`src/rtl/fetch_stage_ctrl.sv`:
```
// Fetch-stage control: PC register, IF/ID pipeline register, bubble request and a stall watchdog.
// Optional stall/flush statistics counters are enabled by defining FETCH_STALL_STATS_EN.
module fetch_stage_ctrl (
   input  logic        clk,
   input  logic        rst,
   input  logic        Stall,
   input  logic        PCWrite,
   input  logic        IF_IDWrite,
   input  logic        Flush,
   input  logic [31:0] BranchTarget,
   input  logic [31:0] Instr_in,
   output logic [31:0] PC,
   output logic [31:0] IF_ID_PC4,
   output logic [31:0] IF_ID_Instr,
   output logic        IF_ID_Valid,
   output logic        Bubble,
   output logic        StallTimeout
`ifdef FETCH_STALL_STATS_EN
   ,
   output logic [15:0] StallCycles,
   output logic [15:0] FlushCount
`endif
);

   typedef enum logic [1:0] {
      RUN      = 2'd0,
      HOLD     = 2'd1,
      REDIRECT = 2'd2
   } state_e;

   localparam logic [31:0] NOP       = 32'h0000_0000;
   localparam logic [3:0]  HOLD_TRIP = 4'hF;

   state_e      state_q, state_d;
   logic [31:0] pc_q, pc_d;
   logic [31:0] if_id_pc4_q, if_id_pc4_d;
   logic [31:0] if_id_instr_q, if_id_instr_d;
   logic        if_id_valid_q, if_id_valid_d;
   logic        bubble_q, bubble_d;
   logic        timeout_q, timeout_d;
   logic [3:0]  hold_cnt_q, hold_cnt_d;
   logic [31:0] pc_plus4;

   // Wraps naturally at 2^32.
   assign pc_plus4 = pc_q + 32'd4;

   always_comb begin : fsm_next
      // NOTE: every always_comb output gets a default first so no path leaves it unassigned (no latch).
      state_d = state_q;
      case (state_q)
         RUN: begin
            if (Flush)      state_d = REDIRECT;
            else if (Stall) state_d = HOLD;
         end
         HOLD: begin
            if (Flush)       state_d = REDIRECT;
            else if (!Stall) state_d = RUN;
         end
         REDIRECT: begin
            if (Flush)      state_d = REDIRECT;
            else if (Stall) state_d = HOLD;
            else            state_d = RUN;
         end
         default: state_d = RUN;
      endcase
   end

   always_comb begin : datapath_next
      pc_d          = pc_q;
      if_id_pc4_d   = if_id_pc4_q;
      if_id_instr_d = if_id_instr_q;
      if_id_valid_d = if_id_valid_q;

      // A resolved redirect wins over any stall request.
      if (Flush) begin
         pc_d          = BranchTarget;
         if_id_instr_d = NOP;
         if_id_valid_d = 1'b0;
      end else begin
         if (PCWrite) pc_d = pc_plus4;
         if (IF_IDWrite) begin
            if_id_instr_d = Instr_in;
            if_id_pc4_d   = pc_plus4;
            if_id_valid_d = 1'b1;
         end
      end

      bubble_d = Stall | Flush;
   end

   always_comb begin : watchdog_next
      hold_cnt_d = 4'd0;
      if (state_q == HOLD) begin
         hold_cnt_d = (hold_cnt_q == HOLD_TRIP) ? hold_cnt_q : hold_cnt_q + 4'd1;
      end
      timeout_d = timeout_q | (hold_cnt_d == HOLD_TRIP);
   end

   always_ff @(posedge clk or posedge rst) begin
      // NOTE: sequential state uses non-blocking assignments so every register samples pre-edge values.
      if (rst) begin
         state_q       <= RUN;
         pc_q          <= 32'h0;
         if_id_pc4_q   <= 32'h0;
         if_id_instr_q <= NOP;
         if_id_valid_q <= 1'b0;
         bubble_q      <= 1'b1;
         timeout_q     <= 1'b0;
         hold_cnt_q    <= 4'd0;
      end else begin
         state_q       <= state_d;
         pc_q          <= pc_d;
         if_id_pc4_q   <= if_id_pc4_d;
         if_id_instr_q <= if_id_instr_d;
         if_id_valid_q <= if_id_valid_d;
         bubble_q      <= bubble_d;
         timeout_q     <= timeout_d;
         hold_cnt_q    <= hold_cnt_d;
      end
   end

   assign PC           = pc_q;
   assign IF_ID_PC4    = if_id_pc4_q;
   assign IF_ID_Instr  = if_id_instr_q;
   assign IF_ID_Valid  = if_id_valid_q;
   assign Bubble       = bubble_q;
   assign StallTimeout = timeout_q;

`ifdef FETCH_STALL_STATS_EN
   logic [15:0] stall_cycles_q, stall_cycles_d;
   logic [15:0] flush_count_q, flush_count_d;

   always_comb begin : stats_next
      stall_cycles_d = stall_cycles_q;
      flush_count_d  = flush_count_q;
      if ((state_q == HOLD) && (stall_cycles_q != 16'hFFFF)) stall_cycles_d = stall_cycles_q + 16'd1;
      if (Flush && (flush_count_q != 16'hFFFF))              flush_count_d  = flush_count_q + 16'd1;
   end

   always_ff @(posedge clk or posedge rst) begin
      if (rst) begin
         stall_cycles_q <= 16'd0;
         flush_count_q  <= 16'd0;
      end else begin
         stall_cycles_q <= stall_cycles_d;
         flush_count_q  <= flush_count_d;
      end
   end

   assign StallCycles = stall_cycles_q;
   assign FlushCount  = flush_count_q;
`endif

endmodule

```
`config.mk`:
```
export PLATFORM = sky130hd
export DESIGN_NAME = fetch_stage_ctrl
export DESIGN_NICKNAME = d
export VERILOG_FILES = /design/src/rtl/fetch_stage_ctrl.sv
export SDC_FILE = /design/constraint.sdc
export NUM_CORES = 1
export LEC_CHECK = 0
export CORE_MARGIN = 1
export CORE_UTILIZATION = 30
export DETAILED_ROUTE_END_ITERATION = 10
export PLACE_DENSITY = 0.55
export SYNTH_ARGS = -nofsm -noshare
export SYNTH_HDL_FRONTEND = slang
export SYNTH_SLANG_ARGS = --single-unit
```
`constraint.sdc`:
```
create_clock -name clk -period 3.9 [get_ports clk]
set_input_delay 0.78 -clock clk [delete_from_list [all_inputs] [get_ports clk]]
set_output_delay 0.78 -clock clk [all_outputs]
set_load 0.01 [all_outputs]
```
==> Word-level counts from Yosys, hierarchy flattened <==
Cells that the tools add are included.
{ "word_totals": {"ff_bits": 105, "inputBits": 70, "output_inout_bits": 99, "elab_cells": 39} }
{ "classes": {"addsub": 2, "eq_ne": 6, "n_mux": 15, "n_bitwise": 3, "n_reduce_logical": 5} }
{ "ops": {"columns": ["operator", "count"], "rows": [
  ["32-bit two-way mux", 4],
  ["32-bit by 3-bit adder with 32-bit output, second input constant", 1],
  ["2-bit two-way mux", 5],
  ["4-bit == test, second input constant", 2],
  ["4-bit two-way mux", 2],
  ["3-bit != test, second input constant", 2],
  ["2-bit one-hot mux with 3 select lines", 1],
  ["4-bit by 1-bit adder with 4-bit output, second input constant", 1],
  ["2-bit AND reduction", 2],
  ["2-bit nonzero test", 2],
  ["1-bit two-way mux", 3],
  ["2-bit by 1-bit == test with 1-bit output, second input constant", 1],
  ["2-bit == test, second input constant", 1],
  ["2-bit zero test", 1],
  ["1-bit OR", 2],
  ["1-bit inverter", 1]
]} }

==> Depth between registers and ports, before layout <==
{ "depth": {"word_depth": 5, "mapped_depth": 7, "ltp_nobuf": 5} }

==> Least setup slack after synthesis <==
Ideal clock, no wire load.
{ "synth_path": {"path_kind": "register to register", "start": "register pc_q[2], in the netlist PC[2]", "end": "register pc_q[20], in the netlist PC[20]", "setup_ps": 69, "t_arrival_ps": 2062, "t_required_ps": 3831, "setup_slack_ps": 1769, "path_stages_with_launch": 7, "path_buffers": 1, "period_less_slack_ps": 2131, "cell_sequence": "dfrtp_1 > ha_1 > nand4_1 > or4_1 > clkbuf_1 > or4_1 > nand3_1"} }
{ "synth_between": {"elab_chain_cells": 3} }
{ "synth_rtl": {"columns": ["item", "line", "source"], "rows": [
  ["start: declaration", "35", "logic [31:0] pc_q, pc_d;"],
  ["start signal: assignment", "112", "pc_q <= pc_d;"],
  ["32-bit by 3-bit adder with 32-bit output", "45", "assign pc_plus4 = pc_q + 32'd4;"],
  ["32-bit two-way mux", "80", "if (PCWrite) pc_d = pc_plus4;"],
  ["32-bit two-way mux", "75", "if (Flush) begin"]
]} }
No other way between the ends. The select of a mux whose other input is x is not followed.
A chain may end at the register's enable or synchronous reset.

==> Final worst setup path <==
Same ends and word-level chain as after synthesis.

==> results.md <==
- GRT overflow: 0
- Final slew viol count: 0
- CP Buf/Inv Count: 0
- Max-Cap Viols: 0
- Synth area leader: dfrtp_1
- Sum Neg Setup Slack: 0 ns
- FF-to-FF path depth: 5
- Yosys top cell area share: between 40% and 50%
- Largest net degree at the start of global routing: 57
- Global-route wire length before repair: 26100 um
- CTS Root Cell: clkbuf_16
- Worst setup startpoint: PC[2]$_DFFE_PP0N_
- Crit-path max FO: 12
- Fmax achieved: 0.366 GHz
- Gate count of the mapped netlist: around 560
- H-Tree Depth: 3
- Initial Utilization: around 31%
- Final #Nets: 770
- Ranking of synthesized cells by area: dfrtp_1 48%, mux2i_1 6.3%, nor2_1 4.9%
- Critical Path Start Type: flip-flop
- Reg-to-reg slack, setup: 1.17 ns
- Ports: between 150 and 200
- Final Hold Fails: 0
- Post-cts resize count: 0
- Area grow syn2layout: 37.6%
- Drt drc: 0
- Post-synth ARST share: 100%
- RSZ-0062 raised after global routing: false
- Die Wd: 136 um
- R2R Path Start: PC[2]$_DFFE_PP0N_
- Detail Route Antenna Nets: 0
- CTS tree: done
- Top FF cell, synth: dfrtp_1
- Avg Inst Size Synth: 9.65 um^2
- Crit path cell chain: ha_1, nand4_1, or4_1, or4_1, nand3_1
- Slew headroom: roughly a third
- Run status: finished clean
- Req. time, crit path: roughly 4.2 ns
- Maximum buffer depth of the clock tree: 2
- Pleak: about 3 nW
- Post-synth EDFFs: 0
- Finished Layout Cells: roughly 930
- End of the worst register-to-register path: PC[20]$_DFFE_PP0N_
- Clock Latency Late Sink: 0.36 ns
- Detailed Route Iter0 Violations: about 250
- Syn_nets: around 630
- Layout cells sized above 1: under 10%
- Dpl cells: between 900 and 1k
- Chip Height: 136 um
- End point of the critical path: PC[20]$_DFFE_PP0N_
- Cell with the most instances after synthesis: dfrtp_1
- WL final: 16000 um
- Vias: 4781
- Min Tclk post-route: between 2 and 3 ns
- Slowest cell on crit path: or4_1
- Crit path DAT: approximately 3.0 ns
- Critical path class: reg -> reg
- Worst slew pin tran: just over 1 ns
- Synth Register Bits: around 110
- Top delay family on crit path: simple AND/OR/NAND/NOR gates
- CP most frequent cell: or4_1
- IO Port Bufs: about 170
- Full die area: about 19000 um^2
- Seq/Total Area, Yosys: roughly 49%
- CP Capture Type: flip-flop
- Clock Skew: roughly 0.0083 ns
- Top cells by count, synth: 104 x dfrtp_1, 70 x nor2_1, 65 x nand2_1
- RD Place Congestion: 0.798
- DP HPWL: between 10000 and 15000 um
- Synth cell types: 50
- Via density: ~5.2
- Final setup viols: 0
- Setup Buffers After CTS: 0
- Cell area after synthesis: 5400 um^2
- Core Region: 17400 um^2
- N_diodes: 0
- Clock transition at path regs: around 0.070 ns
- Pwr Density: slightly below 400 nW/um^2
- Peak VDD IR: a little over 0.2 mV
- Total GRT Usage: 18.2%
- Synth warnings: 0
- Crit share post-route: 70.0%
- Hold Crit Class: reg -> reg
- Num CTS Buffers: 9
- Stages on worst setup path: 5
- Wire per inst: around 17 um
- Rows: 48
- Hold-fix buffers, CTS: 0
- Max incr delay on CP: ~0.8 ns
- Initial antenna violation count: 0
- CTS Sinks: around 110
- TritonRoute pass-1 iters: 4
- Vias in the first global route: between 4k and 5k
==> cells by family (layout without fill, tap and decap cells) <==
kind of cell    after synthesis  in the layout  share of synthesized area [%]
fa+ha+maj                     2              2                          0.464
simple gates                242            242                           22.6
flops                       105            105                           48.7
compound gates               92             92                           10.9
xor+xnor                     27             27                           4.38
mux                          36             36                           6.73
buf+inv                      55            199                           6.22
==> cells in the final DEF (no fill, tap or decap), drive strengths merged, types with 7 or more instances in the layout <==
cell type | netlist | final
a31oi | 24 | 24
and4 | 7 | 7
buf | 16 | 10
clkbuf | 31 | 12
clkdlybuf4s50 | 0 | 166
dfrtp | 104 | 104
inv | 7 | 8
mux2i | 34 | 34
nand2 | 65 | 65
nand3 | 19 | 19
nand4 | 23 | 23
nor2 | 70 | 70
o21ai | 34 | 34
o31ai | 13 | 13
or3 | 7 | 7
or4 | 23 | 23
xnor2 | 14 | 14
xor2 | 13 | 13
==> worst register-to-register path, cell delays in order (launching register included) <==
cell and delay [ns]:
dfrtp_1 0.43, ha_1 0.32, nand4_1 0.49, or4_1 0.82, or4_1 0.50, nand3_1 0.09
==> final cells by class <==
class / instances / area, um^2
well taps: 225 / 282
multi-input cells: 399 / 2430
repair buffers: 176 / 1740
flip-flops and latches: 105 / 2630
clock inverters: 4 / 48.8
inverters: 7 / 28.8
fillers: 1697 / 9990
clock buffers: 12 / 256
==> worst min path at each step <==
stage / startpoint / end / depth (start not counted)
6_report: state_q[1]$_DFFE_PP0P_ / state_q[1]$_DFFE_PP0P_ / 1
5_1_grt: state_q[1]$_DFFE_PP0P_ / state_q[0]$_DFFE_PP0P_ / 1
4_1_cts: state_q[1]$_DFFE_PP0P_ / state_q[1]$_DFFE_PP0P_ / 1
3_5_place_dp: state_q[1]$_DFFE_PP0P_ / state_q[1]$_DFFE_PP0P_ / 1
3_3_place_gp: state_q[1]$_DFFE_PP0P_ / state_q[1]$_DFFE_PP0P_ / 1
2_1_floorplan: state_q[1]$_DFFE_PP0P_ / state_q[1]$_DFFE_PP0P_ / 1
==> state kept, by name, indices dropped and copies added, names as in the netlist <==
| signal | flops |
|---|---|
| IF_ID_Instr | 32 |
| IF_ID_PC4 | 32 |
| PC | 32 |
| hold_cnt_q | 4 |
| state_q | 2 |
| Bubble | 1 |
| IF_ID_Valid | 1 |
| StallTimeout | 1 |
==> through the flow <==
step	hold slack [ns]	setup WS [ns]	power (mW)	utilization, %	instance area (um^2)
after CTS	0.470	1.13	2.91	42.6	7420
after global routing	0.503	0.966	3.02	42.6	7420
final	0.478	1.17	2.88	42.6	7420
after floorplan	0.438	0.361	1.59	-	5400
after global placement	0.458	1.13	1.94	40.9	7120
after detailed placement	0.460	1.10	1.95	40.9	7120
==> power breakdown <==
part	switching (mW)	internal, mW	leakage [nW]	total (mW)
registers	0.124	1.19	1.30	1.32
logic	0.273	0.333	1.55	0.606
clock network	0.422	0.534	0.153	0.956
==> metal layers <==
| metal | share of wire, % | vias to the layer above | global-route usage (%) |
|---|---|---|---|
| met4 | 2.4 | 0 | 7.59 |
| met5 | 0 | - | 0 |
| met1 | 44 | 2307 | 23.8 |
| met2 | 44 | 164 | 27.6 |
| met3 | 8.8 | 29 | 5.74 |
| li1 | - | 2281 | - |
No activity file was read; power rests on OpenSTA's default activity.
